$ cat src/rtl/store_unit.sv
`default_nettype none
// ============================================================================
//  Module   : store_unit
//  Purpose  : Store-side memory write engine. Checks alignment of a store
//             request, packs the data into a big-endian 32-bit bus word with
//             byte enables, and runs one write transaction on the data bus
//             with a request/acknowledge handshake and a timeout.
//  Ports    :
//     clk, reset          core clock, synchronous active-high reset
//     storeStart          one-cycle request strobe (sampled in IDLE only)
//     storeSize           00 word, 01 half, 10 byte, 11 reserved
//     exceptionPending    drops a simultaneous request silently
//     calculatedAddress   byte address of the store
//     bRegister           store data
//     busAck, busError    slave response
//     busWriteReq         write request, held until response or timeout
//     busAddress          word-aligned address
//     busDataOut          lane-aligned write data
//     busByteEnable       bit 3 = lane [31:24] ... bit 0 = lane [7:0]
//     busy                transaction in flight
//     storeDone           one-cycle pulse on success
//     alignFault          one-cycle pulse on misaligned/reserved request
//     busFault            one-cycle pulse on bus error or timeout
//  Revision : 1.0  initial release
// ============================================================================
module store_unit #(
   parameter int TIMEOUT_CYCLES = 255
) (
   input  logic        clk,
   input  logic        reset,
   input  logic        storeStart,
   input  logic [1:0]  storeSize,
   input  logic        exceptionPending,
   input  logic [31:0] calculatedAddress,
   input  logic [31:0] bRegister,
   input  logic        busAck,
   input  logic        busError,
   output logic        busWriteReq,
   output logic [31:0] busAddress,
   output logic [31:0] busDataOut,
   output logic [3:0]  busByteEnable,
   output logic        busy,
   output logic        storeDone,
   output logic        alignFault,
   output logic        busFault
);

   localparam int TIMER_W = $clog2(TIMEOUT_CYCLES + 1);

   typedef enum logic [0:0] {
      ST_IDLE  = 1'b0,
      ST_WRITE = 1'b1
   } state_t;

   state_t             state;
   logic [TIMER_W-1:0] timer;

   logic               misaligned;
   logic [31:0]        pack_data;
   logic [3:0]         pack_be;

   // Alignment check and big-endian lane packing (offset 00 = lane [31:24]).
   always_comb begin
      misaligned = 1'b0;
      pack_data  = 32'h0;
      pack_be    = 4'b0000;
      case (storeSize)
         2'b00: begin
            misaligned = |calculatedAddress[1:0];
            pack_data  = bRegister;
            pack_be    = 4'b1111;
         end
         2'b01: begin
            misaligned = calculatedAddress[0];
            if (calculatedAddress[1]) begin
               pack_data = {16'h0, bRegister[15:0]};
               pack_be   = 4'b0011;
            end else begin
               pack_data = {bRegister[15:0], 16'h0};
               pack_be   = 4'b1100;
            end
         end
         2'b10: begin
            pack_be = 4'b1000 >> calculatedAddress[1:0];
            case (calculatedAddress[1:0])
               2'b00:   pack_data = {bRegister[7:0], 24'h0};
               2'b01:   pack_data = {8'h0, bRegister[7:0], 16'h0};
               2'b10:   pack_data = {16'h0, bRegister[7:0], 8'h0};
               default: pack_data = {24'h0, bRegister[7:0]};
            endcase
         end
         default: misaligned = 1'b1;
      endcase
   end

   always_ff @(posedge clk) begin
      if (reset) begin
         state         <= ST_IDLE;
         timer         <= '0;
         busWriteReq   <= 1'b0;
         busAddress    <= 32'h0;
         busDataOut    <= 32'h0;
         busByteEnable <= 4'b0000;
         busy          <= 1'b0;
         storeDone     <= 1'b0;
         alignFault    <= 1'b0;
         busFault      <= 1'b0;
      end else begin
         // Status outputs are single-cycle pulses.
         storeDone  <= 1'b0;
         alignFault <= 1'b0;
         busFault   <= 1'b0;
         case (state)
            ST_IDLE: begin
               if (storeStart && !exceptionPending) begin
                  if (misaligned) begin
                     alignFault <= 1'b1;
                  end else begin
                     busAddress    <= {calculatedAddress[31:2], 2'b00};
                     busDataOut    <= pack_data;
                     busByteEnable <= pack_be;
                     busWriteReq   <= 1'b1;
                     busy          <= 1'b1;
                     timer         <= '0;
                     state         <= ST_WRITE;
                  end
               end
            end
            ST_WRITE: begin
               // Error beats ack; any response beats the timeout.
               if (busError || busAck) begin
                  busWriteReq <= 1'b0;
                  busy        <= 1'b0;
                  storeDone   <= ~busError;
                  busFault    <= busError;
                  state       <= ST_IDLE;
               end else if (timer == TIMER_W'(TIMEOUT_CYCLES - 1)) begin
                  busWriteReq <= 1'b0;
                  busy        <= 1'b0;
                  busFault    <= 1'b1;
                  state       <= ST_IDLE;
               end else begin
                  timer <= timer + 1'b1;
               end
            end
            default: state <= ST_IDLE;
         endcase
      end
   end

endmodule
`default_nettype wire

$ cat config.mk
export PLATFORM = sky130hd
export DESIGN_NAME = store_unit
export DESIGN_NICKNAME = d
export VERILOG_FILES = /design/src/rtl/store_unit.sv
export SDC_FILE = /design/constraint.sdc
export NUM_CORES = 1
export LEC_CHECK = 0
export ABC_AREA = 1
export BUFFER_PORTS_ARGS = -buffer_cell sky130_fd_sc_hd__buf_2
export CORE_UTILIZATION = 48
export CTS_CLUSTER_DIAMETER = 100
export DETAILED_ROUTE_END_ITERATION = 12
export GPL_TIMING_DRIVEN = 0
export PLACE_DENSITY_LB_ADDON = 0.25
export SYNTH_ARGS = -nofsm -noshare
export SYNTH_HDL_FRONTEND = slang
export SYNTH_SLANG_ARGS = --single-unit
$ cat constraint.sdc
create_clock -name clk -period 1.65 [get_ports clk]
set_input_delay 0.2475 -clock clk [delete_from_list [all_inputs] [get_ports clk]]
set_output_delay 0.2475 -clock clk [all_outputs]
set_load 0.01 [all_outputs]
==> results.sh, run 1 <==
export IMPL_outcome="finished, final reports clean"
export IMPL_n_antenna_cell=0
export IMPL_clk_pin_slew_worst_paths_ps=80
export IMPL_met1_length_um=4329
export IMPL_hpwl_um=7429
export IMPL_die_height_um=87.28
export IMPL_rsz0062_at_grt="no"
export IMPL_tightest_slew_ps=595.5
export IMPL_synth_area_leaders="dfxtp_1 45%, nand2_1 15%, nor2_1 8.6%"
export IMPL_finalNonFillerCells=762
export IMPL_grt_pass1_vias=3540
export IMPL_layout_commonest_cell="buf_2"
export IMPL_gp_congestion=0.8882
export IMPL_place_inst=744
export IMPL_timing_final_hold_violations=0
export IMPL_drive_above_1_share_pct=28.38
export IMPL_drt_antenna_violating_nets=0
export IMPL_die_area_sq_mm=0.007618
export IMPL_drt_initial_drc_count=174
export IMPL_leakage_nw=2.116
export IMPL_nNetsFinal=735
export IMPL_viasPerCell=5.045
export IMPL_synth_top_area_share_pct=45.30
export IMPL_peakVddDrop_mv=0.5254
export IMPL_met2WireLength_um=4696
export IMPL_skew_ps=5.952
export IMPL_max_freq_ghz=0.6561
export IMPL_finalWirelength_um=9863
export IMPL_pre_cts_slack_ps=-8.421
export IMPL_htree_levels=3
export IMPL_fin_ws_ps=125.8
export IMPL_top_layer="met4"
export IMPL_post_route_period_util_pct=92.38
export IMPL_slew_headroom_pct=60.15
export IMPL_drc=0
export IMPL_cp_data_required_time_ps=1940
export IMPL_critPathMaxFanout=10
export IMPL_avgSynthCellArea_sq_um=6.899
export IMPL_startpoint_type="flop"
export IMPL_clkLatencyLatePin_ps=340
export IMPL_cts_tree="done"
export IMPL_end_kind="flop"
export IMPL_ys_seq_area_share_pct=45.30
export IMPL_root_buffer="clkbuf_8"
export IMPL_hold_class="in -> reg"
export IMPL_critPathKind="reg -> reg"
export IMPL_max_cap_violations=0
export IMPL_grt_usage_pct=25.80
export IMPL_wl_met3_um=642
export IMPL_setup_viol=0
export IMPL_period_needed_ps=1524
export IMPL_crit_arrival_ps=1810
export IMPL_fill_cells=678
export IMPL_io_buffers=141
export IMPL_routedWlPerCell_um=12.94
export IMPL_cts_hold_buf=0
export IMPL_start_util_pct=50.54
export IMPL_ios=145
export IMPL_numCtsBuffers=9
export IMPL_ys_ff_latch=79
export IMPL_ys_types=26
export IMPL_report_final_slew_viol_count=0
export IMPL_clockBufferDepth=2
export IMPL_grt_pass1_wl_um=15470
export IMPL_p_per_area_mw_per_mm2=870.0
export IMPL_area_delta_synth_final_pct=30.32
export IMPL_die_width_um=87.28
export IMPL_layout_common_cells="148 x buf_2, 141 x nand2_1, 80 x nor2_1, 79 x dfxtp_1, 47 x nand3_1"
export IMPL_grt_max_degree=14
export IMPL_rows=30
export IMPL_overflow=0
export IMPL_fin_setup_tns_ps=0
export IMPL_num_vias=3844
export IMPL_first_pass_iters=4
export IMPL_synthesis_area_sq_mm=0.003491
export IMPL_synth_area_leader_cell="dfxtp_1"
export IMPL_synth_warnings=0
export IMPL_syn_inst=506
export IMPL_cts_sinks=79
export IMPL_core_area_sq_mm=0.006907
export IMPL_antenna_found_initial=0
## logic make-up (layout without fill, tap and decap cells)
group / after synthesis / count (layout) / share of synthesized area [%]
AOI/OAI and AO/OA: 82 / 82 / 11.76
other: 1 / 2 / 0.1074
DFF: 79 / 79 / 45.30
and+or+nand+nor: 295 / 295 / 35.56
buffers and inverters: 47 / 206 / 6.559
adders and majority gates: 2 / 2 / 0.7167
## synthesized netlist by cell type, drive strengths merged
cell type,number
conb,1
nor3,1
dfxtp,79
nand2,149
nor3b,1
nand3,47
nor4,2
o21ai,40
nand4,11
nor2,82
a21oi,42
buf,15
inv,18
clkbuf,12
ha,2
nand3b,2
clkinv,2
## worst paths after layout
check                                 startpoint  depth (start not counted)                to  slack [ps]
worst max register to register             state                         10    busAddress[20]         130
worst min register to register  busByteEnable[0]                          2  busByteEnable[0]         470
worst max-delay path                       state                         10    busAddress[20]         130
worst min-delay path                    busError                          2         storeDone         100
## metal layers
layer / track usage (%) / vias to the layer above
met5: 0 / -
met4: 12.22 / 0
met3: 3.791 / 19
met2: 44.03 / 141
met1: 31.87 / 1730
li1: - / 1954
## metrics by stage
| stage | hold WS [ps] | util (%) | area, sq um | power (mW) |
|---|---|---|---|---|
| after global routing | 108.7 | 65.87 | 4549 | 4.112 |
| after global placement | 451.1 | 62.55 | 4320 | 2.536 |
| after floorplan | 323.6 | - | 3495 | 2.315 |
| after CTS | 89.97 | 65.56 | 4528 | 3.974 |
| final | 102.9 | 65.87 | 4549 | 3.958 |
| after detailed placement | 455.3 | 62.55 | 4320 | 2.546 |
## critical path: stages, from the launching register on
cell and delay [ps]:
dfxtp_1 360, inv_2 150, nand2_2 90, nor2_4 140, nand2_2 70, buf_6 150, inv_4 90, buf_6 140
buf_6 140, nor2_1 40, nor2_1 90
## flip-flops by register name, indices dropped and copies added, names as in the netlist
signal / cells
timer: 8
busAddress: 30
alignFault: 1
busFault: 1
state: 1
storeDone: 1
busDataOut: 32
busy: 1
busByteEnable: 4
## repair_timing
action,4_1_cts,5_1_grt
setup endpoints to repair,20,21
gates resized for setup,1,7
pin swaps,1,0
buffers inserted,1,1
## where the power goes
group          internal [mW]  switching, mW  total, mW  leakage (nW)
clock                  0.741          0.706       1.45        0.0997
combinational          0.204          0.316      0.520          1.38
sequential              1.96         0.0285       1.99         0.641
total                   2.91           1.05       3.96          2.12
## area by class of cell
type	instances	area [sq um]	area share [%]
plain buffers	27	152.6	3.355
clock inverters	5	56.30	1.238
clock buffers	11	141.4	3.108
well taps	96	120.1	2.640
flip-flops and latches	79	1582	34.76
multi-input cells	381	1699	37.35
inverters	20	77.57	1.705
repair buffers	143	720.7	15.84
Power figures use the tool's default switching activity.
==> inputs of run 2 (changes only) <==
- CAP_MARGIN: default -> 25
- PLACE_DENSITY: default -> 0.84
- PLACE_DENSITY_LB_ADDON: 0.25 -> default
==> run 2 against run 1 <==
  * Non-clock buffer count up 1
  * Clock skew grew 5.5 ps
  * Cell count grew 0.13%
  * Design area up 0.52%
  * Via count rose by 1.5%
  * Global-route usage up 0.50 points
  * Register-to-register slack got worse by 20 ps
  * Critical path type unchanged
  * Critical endpoint is now busAddress[15]
  * Largest power group unchanged
==> results.sh, run 2 (synthesis results as in run 1) <==
export IMPL_cts_hold_buf=0
export IMPL_numCtsBuffers=9
export IMPL_place_inst=744
export IMPL_reg2reg_to="busAddress[15]"
export IMPL_setup_viol=0
export IMPL_clk_pin_slew_worst_paths_ps=80
export IMPL_drt_initial_drc_count=211
export IMPL_num_vias=3900
export IMPL_gp_congestion=0.8818
export IMPL_layout_common_cells="148 x buf_2, 141 x nand2_1, 80 x nor2_1, 79 x dfxtp_1, 47 x nand3_1"
export IMPL_clockBufferDepth=2
export IMPL_grt_pass1_vias=3476
export IMPL_hold_class="in -> reg"
export IMPL_report_final_slew_viol_count=0
export IMPL_viasPerCell=5.111
export IMPL_path_cells="inv_2 -> nand2_2 -> nor2_4 -> nand2_2 -> buf_6 -> inv_4 -> buf_6 -> buf_6 -> nor2_1 -> nor2_1"
export IMPL_r2r_slack_ps=110
export IMPL_pre_cts_slack_ps=-34.06
export IMPL_crit_end="busAddress[15]"
export IMPL_cp_depth=10
export IMPL_layout_commonest_cell="buf_2"
export IMPL_critPathKind="reg -> reg"
export IMPL_post_route_util_pct=66.21
export IMPL_period_needed_ps=1540
export IMPL_max_freq_ghz=0.6492
export IMPL_grt_max_degree=14
export IMPL_hpwl_um=7445
export IMPL_fin_ws_ps=109.7
export IMPL_largest_reg_flops=32
export IMPL_crit_arrival_ps=1830
export IMPL_startpoint_type="flop"
export IMPL_core_area_sq_mm=0.006907
export IMPL_antenna_found_initial=0
export IMPL_slew_headroom_pct=57.92
export IMPL_holdWs_ps=107.2
export IMPL_first_pass_iters=6
export IMPL_start_util_pct=50.54
export IMPL_startpoint="state"
export IMPL_cts_tree="done"
export IMPL_path_delay_family="buffers and inverters"
export IMPL_post_route_period_util_pct=93.35
export IMPL_peakVddDrop_mv=0.4117
export IMPL_cpMostUsedCell="buf_6"
export IMPL_reg_top3="busDataOut: 32 flops, busAddress: 30 flops, timer: 8 flops"
export IMPL_power_mw=4.087
export IMPL_cts_sinks=79
export IMPL_clkLatencyLatePin_ps=350
export IMPL_htree_levels=3
export IMPL_die_area_sq_mm=0.007618
export IMPL_drt_antenna_violating_nets=0
export IMPL_grt_usage_pct=26.30
export IMPL_placed_area_sq_mm=0.004320
export IMPL_regMostFlops="busDataOut"
export IMPL_r2r_cells=10
export IMPL_routedWlPerCell_um=13.12
export IMPL_timing_final_hold_violations=0
export IMPL_rows=30
export IMPL_nNetsFinal=736
export IMPL_max_cap_violations=0
export IMPL_crit_buf_inv=5
export IMPL_reg2reg_from="state"
export IMPL_p_per_area_mw_per_mm2=893.7
export IMPL_area_delta_synth_final_pct=31.00
export IMPL_finalWirelength_um=10010
export IMPL_root_buffer="clkbuf_8"
export IMPL_fin_setup_tns_ps=0
export IMPL_cp_data_required_time_ps=1940
export IMPL_drc=0
export IMPL_tightest_slew_ps=627.0
export IMPL_critPathMaxFanout=10
export IMPL_grt_pass1_wl_um=15610
export IMPL_die_height_um=87.28
export IMPL_drive_above_1_share_pct=28.64
export IMPL_finalNonFillerCells=763
export IMPL_whs_path_depth=2
export IMPL_end_kind="flop"
export IMPL_skew_ps=11.42
export IMPL_max_stage_delay_ps=350
export IMPL_die_width_um=87.28
export IMPL_design_area_sq_mm=0.004573
export IMPL_overflow=0
export IMPL_critical_path_slowest_cell="dfxtp_1"
export IMPL_ios=145
export IMPL_leakage_nw=2.126
export IMPL_outcome="finished, final reports clean"
export IMPL_io_buffers=141
export IMPL_n_antenna_cell=0
[run 2: per-layer routing]
metal,global-route usage [%],part of all wire (%)
met1,32.47,42
met2,44.53,47
met3,6.635,9.1
met4,8.942,2.1
met5,0,0
[run 2: power by group]
part | internal (mW) | switching, mW | leakage [nW]
sequential | 1.96 | 0.0273 | 0.641
combinational | 0.205 | 0.319 | 1.38
clock | 0.847 | 0.725 | 0.102
total | 3.02 | 1.07 | 2.13
[run 2: timing repair]
| action | in CTS | in global routing |
|---|---|---|
| pin swaps | 1 | 0 |
| resized for setup | 1 | 8 |
| setup buffers | 1 | 2 |
| setup endpoints to repair | 23 | 16 |
[run 2: cell type report]
| type | count | area, sq um |
|---|---|---|
| fill | 684 | 2333 |
| multi-input combinational | 381 | 1699 |
| sequential | 79 | 1582 |
| timing repair buffer | 144 | 728.2 |
| buffer | 27 | 153.9 |
| clock buffer | 10 | 127.6 |
| tap | 96 | 120.1 |
| clock inverter | 6 | 85.08 |
| inverter | 20 | 77.57 |
[run 2: how the worst min path moves through the flow]
stage | endpoint | slack (ps) | from
floorplan | storeDone | 320 | busError
global placement | busDataOut[26] | 450 | busDataOut[26]
detailed placement | busDataOut[5] | 460 | busDataOut[5]
CTS | storeDone | 100 | busError
global route | storeDone | 100 | busError
finish | storeDone | 110 | busError
==> inputs of run 3 (changes only) <==
--- a/config.mk
+++ b/config.mk
@@ -13,3 +13,2 @@
 export DETAILED_ROUTE_END_ITERATION = 12
-export GPL_TIMING_DRIVEN = 0
 export PLACE_DENSITY = 0.84
==> constraint.sdc (replaced) <==
create_clock -name clk -period 1.65 [get_ports clk]
set_input_delay 0.0825 -clock clk [delete_from_list [all_inputs] [get_ports clk]]
set_output_delay 0.0825 -clock clk [all_outputs]
set_load 0.01 [all_outputs]
==> run 3 against run 2 <==
  * Clock skew decreased by 6.4 ps
  * Clock-buffer cell count unchanged
  * Non-clock buffer count increased by 11
  * Routed wire length increased by 4.6%
  * Critical endpoint is now timer[7]
  * Utilization increased by 3.1 points
  * Worst setup slack improved by 19 ps
  * Largest cell class unchanged
  * Via count increased by 1.7%
==> results.sh, run 3 (synthesis results as in run 1) <==
export IMPL_clkLatencyLatePin_ps=360
export IMPL_ios=145
export IMPL_p_per_area_mw_per_mm2=833.4
export IMPL_layout_commonest_cell="buf_2"
export IMPL_fin_setup_tns_ps=0
export IMPL_cts_setup_buffers=0
export IMPL_routedWlPerCell_um=13.56
export IMPL_viasPerCell=5.133
export IMPL_seq_area_sq_mm=0.001583
export IMPL_drive_above_1_share_pct=27.18
export IMPL_startpoint_type="flop"
export IMPL_whs_path_depth=3
export IMPL_period_needed_ps=1521
export IMPL_end_kind="flop"
export IMPL_critPathKind="reg -> reg"
export IMPL_htree_levels=3
export IMPL_tightest_slew_ps=627.3
export IMPL_area_delta_synth_final_pct=37.10
export IMPL_nNetsFinal=747
export IMPL_grt_max_degree=39
export IMPL_place_inst=729
export IMPL_overflow=0
export IMPL_antenna_found_initial=0
export IMPL_cts_tree="done"
export IMPL_peakVddDrop_mv=0.5464
export IMPL_multi_input_area_sq_mm=0.001694
export IMPL_report_final_slew_viol_count=0
export IMPL_design_area_sq_mm=0.004786
export IMPL_rows=30
export IMPL_die_width_um=87.28
export IMPL_drc=0
export IMPL_regMostFlops="busDataOut"
export IMPL_hpwl_um=7174
export IMPL_numCtsBuffers=9
export IMPL_timing_final_hold_violations=0
export IMPL_first_pass_iters=5
export IMPL_crit_arrival_ps=1790
export IMPL_n_antenna_cell=0
export IMPL_io_buffers=142
export IMPL_start_util_pct=50.54
export IMPL_root_buffer="clkbuf_8"
export IMPL_post_route_util_pct=69.29
export IMPL_r2r_cells=8
export IMPL_setup_viol=0
export IMPL_die_height_um=87.28
export IMPL_largest_reg_flops=32
export IMPL_cts_sinks=79
export IMPL_fill_cells=609
export IMPL_drt_initial_drc_count=216
export IMPL_power_mw=3.988
export IMPL_grt_pass1_vias=3710
export IMPL_slew_headroom_pct=57.90
export IMPL_post_route_period_util_pct=92.21
export IMPL_clk_pin_slew_worst_paths_ps=80
export IMPL_critPathMaxFanout=38
export IMPL_max_cap_violations=0
export IMPL_max_freq_ghz=0.6573
export IMPL_finalNonFillerCells=773
export IMPL_skew_ps=5.031
export IMPL_reg_top3="busDataOut: 32 flops, busAddress: 30 flops, timer: 8 flops"
export IMPL_hold_class="in -> reg"
export IMPL_gp_congestion=0.8971
export IMPL_rsz0062_at_grt="no"
export IMPL_die_area_sq_mm=0.007618
export IMPL_layout_common_cells="142 x buf_2, 141 x nand2_1, 80 x nor2_1, 78 x dfxtp_1, 47 x nand3_1"
export IMPL_leakage_nw=2.207
export IMPL_outcome="finished, final reports clean"
export IMPL_placed_area_sq_mm=0.004282
export IMPL_finalWirelength_um=10480
export IMPL_cp_data_required_time_ps=1920
export IMPL_drt_antenna_violating_nets=0
export IMPL_grt_usage_pct=27.81
export IMPL_core_area_sq_mm=0.006907
export IMPL_clockBufferDepth=2
export IMPL_grt_pass1_wl_um=16350
export IMPL_num_vias=3968
run 3: changes by cell type in the layout (fill, tap and decap cells not counted), sizes merged:
cell,before,now
clkbuf,22,10
bufinv,2,1
dlygate4sd3,0,29
buf,159,153
run 3: area by class of cell:
| cell class | count | share of cell area, % |
|---|---|---|
| Inverter | 20 | 1.673 |
| Clock inverter | 5 | 1.229 |
| Multi-Input combinational cell | 381 | 35.40 |
| Timing Repair Buffer | 182 | 23.24 |
| Tap cell | 96 | 2.510 |
| Sequential cell | 79 | 33.07 |
| Clock buffer | 10 | 2.876 |
run 3: report_power, final:
part / internal [mW] / switching, mW / leakage (nW)
registers: 1.96 / 0.0291 / 0.641
clock network: 0.731 / 0.698 / 0.0944
logic: 0.243 / 0.325 / 1.47
total: 2.94 / 1.05 / 2.21
run 3: final timing paths:
kind,startpoint,endpoint,slack (ps)
min,calculatedAddress[13],busAddress[13],2
max reg2reg,state,timer[7],130
min reg2reg,busByteEnable[2],busByteEnable[2],460
max,state,timer[7],130
run 3: critical path, cell delays in order, from the launching register on:
cell and delay, ps:
dfxtp_2 340, inv_2 120, nand2_1 130, nor2_4 120, nand2_2 120, buf_12 200, nand2_2 130, nand2_2 80
o21ai_0 190
run 3: metal layers:
| metal | global-route usage [%] | wire, um | vias to the layer above |
|---|---|---|---|
| li1 | - | - | 1981 |
| met1 | 31.77 | 4078 | 1779 |
| met2 | 48.15 | 5253 | 176 |
| met3 | 6.635 | 827 | 32 |
| met4 | 14.31 | 320 | 0 |
| met5 | 0 | 0 | - |
run 3: repair_timing:
action                                  CTS  global route
endpoints found under the setup margin    0            15
hold buffers                             29             0
gates resized for setup                   0             6
endpoints found under the hold margin    29             0
run 3: through the flow:
step           hold slack [ps]  setup WS [ps]
6_report                 2.122          128.6
5_1_grt                  24.88          15.42
4_1_cts                  1.941          62.30
3_5_place_dp             302.6          78.19
3_3_place_gp             303.5          160.4
2_1_floorplan            158.6          282.9
